### config.mk
export PLATFORM = sky130hd
export DESIGN_NAME = useq_fifo_arb
export DESIGN_NICKNAME = d
export VERILOG_FILES = /design/src/rtl/useq_fifo_arb.sv
export SDC_FILE = /design/constraint.sdc
export NUM_CORES = 1
export LEC_CHECK = 0
export ABC_CLOCK_PERIOD_IN_PS = 4800
export BUFFER_PORTS_ARGS = -buffer_cell sky130_fd_sc_hd__buf_4
export CELL_PAD_IN_SITES_DETAIL_PLACEMENT = 1
export CELL_PAD_IN_SITES_GLOBAL_PLACEMENT = 1
export CORE_UTILIZATION = 40
export CTS_CLUSTER_DIAMETER = 80
export DETAILED_ROUTE_END_ITERATION = 10
export PLACE_DENSITY = 0.83
export SLEW_MARGIN = 20
export SYNTH_ARGS = -nofsm -noshare
export SYNTH_HDL_FRONTEND = slang
export SYNTH_SLANG_ARGS = --single-unit
export TNS_END_PERCENT = 100
### constraint.sdc
create_clock -name clk -period 4.8 [get_ports clk]
set_input_delay 0 -clock clk [delete_from_list [all_inputs] [get_ports clk]]
set_output_delay 0 -clock clk [all_outputs]
set_load 0.005 [all_outputs]
### src/rtl/useq_fifo_arb.sv
// useq mailbox FIFO port controller: round-robin write arbiter and 2-entry read drain buffer.
// Define USEQ_ARB_FIXED_PRIO_EN for fixed priority arbitration (lowest index wins).
module useq_fifo_arb #(
    parameter int NREQ       = 2,
    parameter int WIDTH      = 8,
    parameter int MIN_WR_GAP = 0,
    localparam int IW        = (NREQ > 1) ? $clog2(NREQ) : 1
) (
    input  logic                  clk,
    input  logic                  rst,
    input  logic [NREQ-1:0]       req_valid,
    input  logic [NREQ*WIDTH-1:0] req_data,
    output logic [NREQ-1:0]       req_ready,
    output logic                  rsp_valid,
    output logic [WIDTH-1:0]      rsp_data,
    input  logic                  rsp_ready,
    output logic                  write_fifo,
    output logic [WIDTH-1:0]      fifo_in,
    output logic                  read_fifo,
    input  logic [WIDTH-1:0]      fifo_out,
    input  logic                  fifo_empty,
    output logic [IW-1:0]         wr_owner
);

    typedef enum logic {WR_IDLE, WR_GAP} wr_state_e;
    typedef enum logic {RD_IDLE, RD_WAIT} rd_state_e;

    wr_state_e        wr_state_q, wr_state_d;
    logic [3:0]       gap_cnt_q, gap_cnt_d;
    logic             write_fifo_q, write_fifo_d;
    logic [WIDTH-1:0] fifo_in_q, fifo_in_d;
    logic [IW-1:0]    wr_owner_q, wr_owner_d;
`ifndef USEQ_ARB_FIXED_PRIO_EN
    logic [IW-1:0]    rr_q, rr_d;
`endif

    rd_state_e        rd_state_q, rd_state_d;
    logic             read_fifo_q, read_fifo_d;
    logic [WIDTH-1:0] buf_q [2];
    logic [WIDTH-1:0] buf_d [2];
    logic             head_q, head_d;
    logic [1:0]       count_q, count_d;

    logic             grant_found;
    logic [IW-1:0]    grant_idx;
    logic             accept;
    logic             push;
    logic             pop;
    logic             tail;
    logic             issue;

    // First valid requester at or after the rotating pointer
    always_comb begin
        grant_found = 1'b0;
        grant_idx   = '0;
        for (int k = 0; k < NREQ; k++) begin
`ifdef USEQ_ARB_FIXED_PRIO_EN
            if (!grant_found && req_valid[k]) begin
                grant_found = 1'b1;
                grant_idx   = IW'(k);
            end
`else
            if (!grant_found && req_valid[(int'(rr_q) + k) % NREQ]) begin
                grant_found = 1'b1;
                grant_idx   = IW'((int'(rr_q) + k) % NREQ);
            end
`endif
        end
    end

    assign accept    = !rst && (wr_state_q == WR_IDLE) && grant_found;
    assign req_ready = accept ? (NREQ'(1) << grant_idx) : '0;

    always_comb begin
        wr_state_d   = wr_state_q;
        gap_cnt_d    = gap_cnt_q;
        write_fifo_d = accept;
        fifo_in_d    = fifo_in_q;
        wr_owner_d   = wr_owner_q;
`ifndef USEQ_ARB_FIXED_PRIO_EN
        rr_d         = rr_q;
`endif
        unique case (wr_state_q)
            WR_IDLE: begin
                if (accept) begin
                    fifo_in_d  = req_data[int'(grant_idx)*WIDTH +: WIDTH];
                    wr_owner_d = grant_idx;
`ifndef USEQ_ARB_FIXED_PRIO_EN
                    rr_d       = IW'((int'(grant_idx) + 1) % NREQ);
`endif
                    if (MIN_WR_GAP > 0) begin
                        wr_state_d = WR_GAP;
                        gap_cnt_d  = 4'(MIN_WR_GAP - 1);
                    end
                end
            end
            WR_GAP: begin
                if (gap_cnt_q == 4'd0) begin
                    wr_state_d = WR_IDLE;
                end else begin
                    gap_cnt_d = gap_cnt_q - 4'd1;
                end
            end
            default: wr_state_d = WR_IDLE;
        endcase
    end

    // A read is in flight from its strobe cycle until fifo_out is captured
    assign push  = (rd_state_q == RD_WAIT);
    assign pop   = (count_q != 2'd0) && rsp_ready;
    assign tail  = head_q ^ count_q[0];
    assign issue = !rst && !read_fifo_q && !fifo_empty &&
                   ((3'(count_q) + 3'(push)) < 3'd2);

    always_comb begin
        read_fifo_d = issue;
        rd_state_d  = read_fifo_q ? RD_WAIT : RD_IDLE;
        buf_d       = buf_q;
        head_d      = head_q;
        count_d     = count_q;
        if (push) begin
            buf_d[tail] = fifo_out;
        end
        if (pop) begin
            head_d = ~head_q;
        end
        unique case ({push, pop})
            2'b10:   count_d = count_q + 2'd1;
            2'b01:   count_d = count_q - 2'd1;
            default: count_d = count_q;
        endcase
    end

    always_ff @(posedge clk) begin
        if (rst) begin
            wr_state_q   <= WR_IDLE;
            gap_cnt_q    <= '0;
            write_fifo_q <= 1'b0;
            fifo_in_q    <= '0;
            wr_owner_q   <= '0;
`ifndef USEQ_ARB_FIXED_PRIO_EN
            rr_q         <= '0;
`endif
            rd_state_q   <= RD_IDLE;
            read_fifo_q  <= 1'b0;
            buf_q[0]     <= '0;
            buf_q[1]     <= '0;
            head_q       <= 1'b0;
            count_q      <= '0;
        end else begin
            wr_state_q   <= wr_state_d;
            gap_cnt_q    <= gap_cnt_d;
            write_fifo_q <= write_fifo_d;
            fifo_in_q    <= fifo_in_d;
            wr_owner_q   <= wr_owner_d;
`ifndef USEQ_ARB_FIXED_PRIO_EN
            rr_q         <= rr_d;
`endif
            rd_state_q   <= rd_state_d;
            read_fifo_q  <= read_fifo_d;
            buf_q        <= buf_d;
            head_q       <= head_d;
            count_q      <= count_d;
        end
    end

    assign write_fifo = write_fifo_q;
    assign fifo_in    = fifo_in_q;
    assign wr_owner   = wr_owner_q;
    assign read_fifo  = read_fifo_q;
    assign rsp_valid  = (count_q != 2'd0);
    assign rsp_data   = buf_q[head_q];

endmodule
Word level (Yosys, flattened, before mapping):

Index checks and enable logic that the tools add are counted.

* output and inout bits: 22
* ROM bits: 0
* RAM bits: 0
* register bits after elaboration: 37
* bits of input ports: 30
* memories kept: 0
* logic and storage cells: 72
* bits in latches: 0

* $mul: 0
* multiplexer cells: 19
* reductions and logical operators: 18
* equality and inequality tests: 2
* bitwise gates (word level): 7
* div/mod/pow operators: 0
* magnitude comparators: 6
* add/subtract/negate cells: 6
* shift operators: 2

Operators with widths (count)
* 8-bit two-way mux: 4
* 16-bit bitwise mux: 1
* 16-bit by 5-bit indexed part select with 8-bit output: 1
* 1-bit two-way mux: 11
* 8-bit demux with 1-bit select: 1
* 1-bit logical AND: 8
* 2-bit greater-or-equal comparator (second input constant): 2
* 1-bit logical NOT: 4
* 4-bit logical NOT: 1
* 1-bit NOT with 2-bit output: 2
* 2-bit one-hot mux with 2 select lines: 1
* 2-bit AND reduction: 2
* 2-bit nonzero test: 2
* 4-bit by 1-bit subtractor with 4-bit output (second input constant): 1
* 2-bit by 1-bit adder with 3-bit output: 1
* 2-bit by 3-bit < comparator with 1-bit output (second input constant): 1
* 3-bit by 2-bit < comparator with 1-bit output (second input constant): 1
* 1-bit NOT: 3
* 1-bit adder (second input constant): 2
* 2-bit by 1-bit adder with 2-bit output (second input constant): 1
* 2-bit by 1-bit == test with 1-bit output (second input constant): 1
* 2-bit == test (second input constant): 1
* 1-bit by 2-bit < comparator with 1-bit output (second input constant): 1
* 2-bit by 1-bit < comparator with 1-bit output (second input constant): 1
* other kinds (6): 6

Depth between registers and ports, before layout:

Gate-level depths: netlist of run 1.

* depth in word-level cells: 9
* gate-level depth with buffers: 7
* mapped depth without buffers: 5

Worst setup path before layout of run 1:

OpenSTA, ideal clock, no wires.

* path type: flip-flop to flip-flop
* start: reg rd_state_q, in the netlist push
* end: reg count_q[1]
* clock period less this slack: 1.642 ns
* buffers on the path: 2
* library setup time: 0.070 ns
* path slack: 3.158 ns
* arrival: 1.572 ns
* cell stages (with the launch flop): 7
* required time: 4.730 ns
* path through: dfxtp_1 -> buf_2 -> inv_1 -> clkbuf_1 -> ha_1 -> or3_1 -> a21oi_1

* word-level cells in the longest chain between the ends: 2
* elaborated cells between the ends (all ways): 4
* classes of those cells: eq/ne: 2; mux: 1; reduce/logical: 1

RTL lines
* start, declared: line 37 `rd_state_e rd_state_q, rd_state_d;`
* start signal, assigned: line 159 `rd_state_q <= rd_state_d;`
* 2-bit by 1-bit == test with 1-bit output or 2-bit == test (tied branches): line 127 `unique case ({push, pop})`
* 2-bit one-hot mux with 2 select lines or 2-bit nonzero test (tied branches)
* end signal, assigned: line 163 `count_q <= count_d;`
* end, declared: line 42 `logic [1:0] count_q, count_d;`

Parallel ways exist; a longest one is shown, timed or not.
A chain may end at the register's enable or synchronous reset.

Final worst setup path of run 1:

Same ends and word-level chain as after synthesis.

==> results of run 1 <==
## cells in the mapped netlist, drive strengths merged (5+ instances only)
| master | n |
|---|---|
| dfxtp | 37 |
| o21ai | 25 |
| nand3 | 24 |
| a21oi | 22 |
| mux2 | 9 |
| nor2 | 9 |
| buf | 8 |
| a31oi | 7 |
| o21bai | 7 |
| clkbuf | 6 |
| inv | 5 |
## how the worst min path moves through the flow
| stage | from | slack, ps | end | cells past startpoint |
|---|---|---|---|---|
| global placement | fifo_empty | 250 | read_fifo | 3 |
| floorplan | fifo_out[0] | 150 | buf_q[0] | 2 |
| global route | req_data[3] | 20 | fifo_in[3] | 3 |
| CTS | req_data[3] | 0.05 | fifo_in[3] | 3 |
| finish | req_data[14] | 8 | fifo_in[6] | 3 |
| detailed placement | fifo_empty | 250 | read_fifo | 3 |
## area by class of cell
| class | count | share of cell area (%) |
|---|---|---|
| flip-flops and latches | 37 | 32.1 |
| repair buffers | 67 | 23.5 |
| clock inverters | 2 | 0.597 |
| inverters | 6 | 0.976 |
| well taps | 50 | 2.71 |
| clock buffers | 6 | 3.58 |
| multi-input cells | 132 | 36.5 |
## critical path, cell delays in order, from the launching register on
cell                      delay [ps]
sky130_fd_sc_hd__dfxtp_1         730
sky130_fd_sc_hd__inv_1           400
sky130_fd_sc_hd__ha_1            430
sky130_fd_sc_hd__or3_1           380
sky130_fd_sc_hd__a21oi_1         130
## cell usage in the layout (no fill, tap or decap), types with 2 or more instances in the layout
cell type                       netlist  layout
sky130_fd_sc_hd__mux2_2               9       9
sky130_fd_sc_hd__nand3_1             24      24
sky130_fd_sc_hd__a311oi_1             2       2
sky130_fd_sc_hd__xnor2_1              2       2
sky130_fd_sc_hd__nor2_1               9       9
sky130_fd_sc_hd__dfxtp_1             37      37
sky130_fd_sc_hd__clkbuf_8             0       6
sky130_fd_sc_hd__nand2b_1             2       2
sky130_fd_sc_hd__buf_4                3      51
sky130_fd_sc_hd__nand2_1              3       3
sky130_fd_sc_hd__dlygate4sd3_1        0      16
sky130_fd_sc_hd__o21ai_1              2       2
sky130_fd_sc_hd__a21oi_1             22      22
sky130_fd_sc_hd__ha_1                 2       2
sky130_fd_sc_hd__a31oi_1              7       7
sky130_fd_sc_hd__o21bai_1             7       7
sky130_fd_sc_hd__o21ai_0             23      23
sky130_fd_sc_hd__inv_1                5       5
## power by group
| group | total, mW | switching [mW] | internal, mW |
|---|---|---|---|
| sequential | 0.351 | 0.0258 | 0.325 |
| combinational | 0.159 | 0.0794 | 0.0793 |
| clock | 0.230 | 0.114 | 0.116 |
| total | 0.740 | 0.219 | 0.521 |
## stage by stage
stage | utilization, % | instance area [um2] | power [mW] | instances | hold slack (ps)
2_1_floorplan | - | 1680 | 0.448 | 189 | 148
3_3_place_gp | 50.9 | 2050 | 0.498 | 276 | 255
3_5_place_dp | 50.9 | 2050 | 0.502 | 276 | 250
4_1_cts | 57.3 | 2310 | 0.745 | 300 | 0.0542
5_1_grt | 57.3 | 2310 | 0.778 | 300 | 19.3
6_report | 57.3 | 2310 | 0.740 | 300 | 7.95
## metal layers
layer	GRT usage [%]	vias up	wire, um
li1	-	803	-
met1	27.8	773	2080
met2	38.5	35	2250
met3	3.77	8	144
met4	10.6	0	93
met5	0	-	0
## state kept, by name, summed over array words and instances, names as in the netlist
name        cells
rr_q            1
head_q          1
gap_cnt_q       4
write_fifo      1
buf_q          16
push            1
read_fifo       1
wr_owner        1
wr_state_q      1
count_q         2
fifo_in         8
## logic make-up after synthesis
logic type / count (synthesis) / synth area share [%]
adder cells (fa/ha/maj): 2 / 1.49
multiplexers: 10 / 6.63
XOR/XNOR: 5 / 4.17
flip-flops: 37 / 44.1
AO/OA/AOI/OAI: 67 / 22.9
buffers and inverters: 20 / 5.81
AND/OR/NAND/NOR: 48 / 15.0
## what timing repair did
action | in CTS | in global routing
hold buffers | 16 | 0
resized for setup | 0 | 0
endpoints found under the hold margin | 22 | 0
setup buffers | 0 | 0
==> reports/metrics.cfg, run 1 <==
[sta]
max_slew_margin_pct=51.2
worst_clock_skew_ps=8.64
finalCritPeriodShare_pct=44.4
grt_setup_unrepaired=no
final-hold-violation-count=0
slew_violations=0
actual_transition_at_the_worst_max_transition_pin_ps=728
final_setup_slack_of_the_worst_path_ps=2670
fmax_ghz=0.469
final.setup.tns_ps=0
setup_viol_count_final=0
period_needed_ps=2130

[worst_setup_path]
worst_reg2reg_path_endpoint=count_q[1]
cp_startpoint_kind=flop
worst-endpoint-arrival_ps=2360
critPathKind=reg -> reg
regToRegStartpoint=push
worst_ep_required_time_ps=5030
worstSetupEndpointType=flop
crit_path_start=push
ff2ff_setup_slack_ps=2670
timing.reg2reg.worst_path_depth=4
crit_path_max_fanout=18
critical_path.endpoint=count_q[1]

[floorplan]
io-pin-count=52
die-area_mm2=0.00446
num_rows=23
die_h_um=66.8
dieWidth_um=66.8
core_area_mm2=0.00403
floorplan.initialDensity_pct=41.7

[route]
antenna_left=0
route.detailed.drc=0
avgViaCountPerCell=5.40
drt_wl_total_mm=4.57
detailed_route_iter0_violations=115
wire_per_inst_um=15.2
detailroute.via_count=1619
drt_pass1_iterations=4

[global_route]
pin_count_of_the_biggest_net_entering_global_routing=39
grt_first_pass_wirelength_mm=7.45
grt_use_total_pct=22.8
antenna_violations_before_repair=0
first_global_vias=1606
globalRoute.totalOverflow=0

[yosys]
async_reset_ff_share_pct=0
synth_largest_area_cell=sky130_fd_sc_hd__dfxtp_1
ys_dominant_reg_cell=sky130_fd_sc_hd__dfxtp_1
postSynthAreaPerCell_um2=8.89
synth_fp_nets=221
syn-instance-count=189
netlist-cell-type-count=39
yosys_warnings=0
synth-seq-area-share_pct=44.1
synth_edf_count=0
combined_area_of_all_synthesized_cells_mm2=0.00168
synth_seq_cells=37
netlist_top_cells_area=sky130_fd_sc_hd__dfxtp_1, sky130_fd_sc_hd__nand3_1, sky130_fd_sc_hd__o21ai_0
netlist.area_leader.share_pct=44.1

[cells_and_area]
register_area_um2=741
n_fill_cell=496
antenna_cells_inserted=0
multiInputGateArea_um2=842
post_route_cells_drive_above_1_share_pct=30.0
area.growth.synth_to_final_pct=37.3
nNetsFinal=281

[clocking]
clk-insertion-delay-late_ps=290
cts_max_path_buffers=2
clk_pin_slew_worst_paths_ps=70
clock-root-buffer=sky130_fd_sc_hd__clkbuf_8
h-tree-depth=2
clock_tree_from_tritoncts=built
cts.sinks=37
numCtsBuffers=5

[min_path]
min-delay-path-class=in -> reg

[power]
power-per-cell-area_mw_per_mm2=321
static_power_due_to_leakage_nw=0.925
irDropWorstVdd_mv=0.211

[placed_design]
dp.final_hpwl_mm=2.90
preCtsSetupSlack_ps=2700
globalplace.congestion=0.725
port_buffers=51

[run_status]
outcome=finished, final reports clean

[run]
maxCapViolCount=0

Note: power is estimated with default switching activity, not from simulation.
==> inputs of run 2 (changes only) <==
- ABC_CLOCK_PERIOD_IN_PS: 4800 -> 2000
- CORE_UTILIZATION: 40 -> 37
- PLACE_DENSITY: 0.83 -> 0.78
- clock period: 4.8 -> 2 ns (I/O delays scaled with it)
==> reports/metrics.cfg, run 2 (synthesis gave the netlist of run 1 again) <==
[sta]
grt_setup_unrepaired=no
hold_slack_ps=-7.74  ; -15.7 ps
max_slew_margin_pct=52.9  ; +1.6 points
slew_violations=0  ; unchanged
worst_clock_skew_ps=6.51  ; -2.13 ps
final-hold-violation-count=1  ; +1
final.setup.tns_ps=0  ; unchanged
period_needed_ps=1830  ; -304 ps
actual_transition_at_the_worst_max_transition_pin_ps=704  ; -24.2 ps
setup_viol_count_final=0  ; unchanged
finalCritPeriodShare_pct=91.4  ; +47 points
fmax_ghz=0.547  ; +17%

[floorplan]
num_rows=24  ; +4.3%
die-area_mm2=0.00481  ; +7.9%
io-pin-count=52  ; unchanged
die_h_um=69.4  ; +3.9%
floorplan.initialDensity_pct=38.6  ; -3.1 points
dieWidth_um=69.4  ; +3.9%
core_area_mm2=0.00435  ; +8.1%

[cells_and_area]
leading_cell_type_in_the_layout_fill_and_taps_excluded=sky130_fd_sc_hd__buf_4
top_register_by_number_of_flip_flops=buf_q
area.growth.synth_to_final_pct=40.6
largest_register_ff_count=16  ; unchanged
commonest_non_fill_non_tap_cells_in_the_layout=sky130_fd_sc_hd__buf_4, sky130_fd_sc_hd__dfxtp_1, sky130_fd_sc_hd__nand3_1
nNetsFinal=286  ; +1.8%
fin_cells=307  ; +2.3%
post_route_cells_drive_above_1_share_pct=31.4  ; +1.4 points
n_fill_cell=519  ; +4.6%
antenna_cells_inserted=0  ; unchanged
final_area_mm2=0.00236  ; +2.4%

[clocking]
numCtsBuffers=5  ; unchanged
clk-insertion-delay-late_ps=290  ; about the same
cts_max_path_buffers=2  ; unchanged
clock-root-buffer=sky130_fd_sc_hd__clkbuf_8
h-tree-depth=2  ; unchanged
clk_pin_slew_worst_paths_ps=70  ; about the same
cts.sinks=37  ; unchanged
clock_tree_from_tritoncts=built

[route]
drt_wl_total_mm=4.70  ; +2.8%
route.detailed.drc=0  ; unchanged
antenna_left=0  ; unchanged
drt_pass1_iterations=4  ; unchanged
detailed_route_iter0_violations=110  ; -4.3%
wire_per_inst_um=15.3  ; +0.46%
detailroute.via_count=1652  ; +2.0%
avgViaCountPerCell=5.38  ; -0.29%

[worst_setup_path]
delay_of_the_slowest_critical_path_stage_ps=580  ; -150 ps
worst-endpoint-arrival_ps=2010  ; -350 ps
cp_startpoint_kind=flop
critPathKind=reg -> reg
crit_path_max_fanout=10  ; -8
worstSetupEndpointType=flop
worst_ep_required_time_ps=2180  ; -2850 ps
crit_chain=o21ba_2, nand2b_2, clkinvlp_4, a31oi_1, dlygate4sd3_1
slowest_stage=sky130_fd_sc_hd__dlygate4sd3_1

[global_route]
pin_count_of_the_biggest_net_entering_global_routing=39  ; unchanged
grt_use_total_pct=20.8  ; -2.0 points
grt_first_pass_wirelength_mm=7.89  ; +5.9%
globalRoute.totalOverflow=0  ; unchanged
first_global_vias=1685  ; +4.9%
antenna_violations_before_repair=0  ; unchanged

[placed_design]
post_dp_cell_area_mm2=0.00208  ; +1.2%
dp.final_hpwl_mm=2.94  ; +1.5%
port_buffers=51  ; unchanged
globalplace.congestion=0.718  ; -0.99%
dpl.cell_count=281  ; +1.8%

[power]
power-per-cell-area_mw_per_mm2=767  ; +140%
static_power_due_to_leakage_nw=0.954  ; +3.0%
irDropWorstVdd_mv=0.429  ; +100%

[run_status]
outcome=finished, violations left
violations_in_the_final_reports=hold timing

[run]
maxCapViolCount=0  ; unchanged

[min_path]
min-delay-path-class=in -> reg

-- run 2: cell types whose count changed in the layout (fill, tap and decap cells not counted), sizes merged --
cell	delta
clkinvlp	+1
buf	+3
clkbuf	+1
clkinv	-2
dlygate4sd3	+2
-- run 2: metrics by stage --
| stage | worst slack, ps | power [mW] | utilization (%) |
|---|---|---|---|
| floorplan | 358 | 1.08 | - |
| global placement | 401 | 1.21 | 47.7 |
| detailed placement | 327 | 1.22 | 47.7 |
| CTS | 93.3 | 1.83 | 54.1 |
| global route | 57.0 | 1.91 | 54.3 |
| finish | 171 | 1.81 | 54.3 |
-- run 2: critical path, delay by kind of cell, from the launching register on --
family / cells / cell delay [ps]
flip-flops: 1 / 360
AO/OA/AOI/OAI: 2 / 500
AND/OR/NAND/NOR: 1 / 120
buffers and inverters: 2 / 740
-- run 2: worst paths after layout --
path,startpoint,slack (ps),to,cells after the start
setup reg to reg,wr_state_q,170,fifo_in[0],5
hold reg to reg,gap_cnt_q[1],480,gap_cnt_q[1],2
hold / removal,req_data[14],-8,fifo_in[6],3
setup / recovery,wr_state_q,170,fifo_in[0],5
-- run 2: area by class of cell --
class                   count  area (um2)  area share (%)
clock buffers               7        96.3            4.08
inverters                   6        26.3            1.11
repair buffers             72         586            24.8
multi-input cells         132         842            35.6
flip-flops and latches     37         742            31.4
clock inverters             1        5.00           0.212
well taps                  52        65.1            2.75
-- run 2: per-layer routing --
metal,vias up,GRT usage (%),routed length [um]
met1,800,25.5,2110
met5,-,0,0
met3,12,3.78,126
li1,811,-,-
met2,29,34.4,2350
met4,0,10.9,118
-- run 2: power breakdown --
group / total [mW] / leakage [nW] / internal (mW) / switching (mW)
logic: 0.425 / 0.596 / 0.206 / 0.219
clock network: 0.575 / 0.0542 / 0.311 / 0.263
registers: 0.814 / 0.303 / 0.780 / 0.0335
total: 1.81 / 0.954 / 1.30 / 0.516
-- run 2: repair_timing --
action,CTS,global route
hold buffers,18,0
resized for setup,0,2
endpoints found under the setup margin,0,4
buffers inserted,0,0
endpoints found under the hold margin,22,0
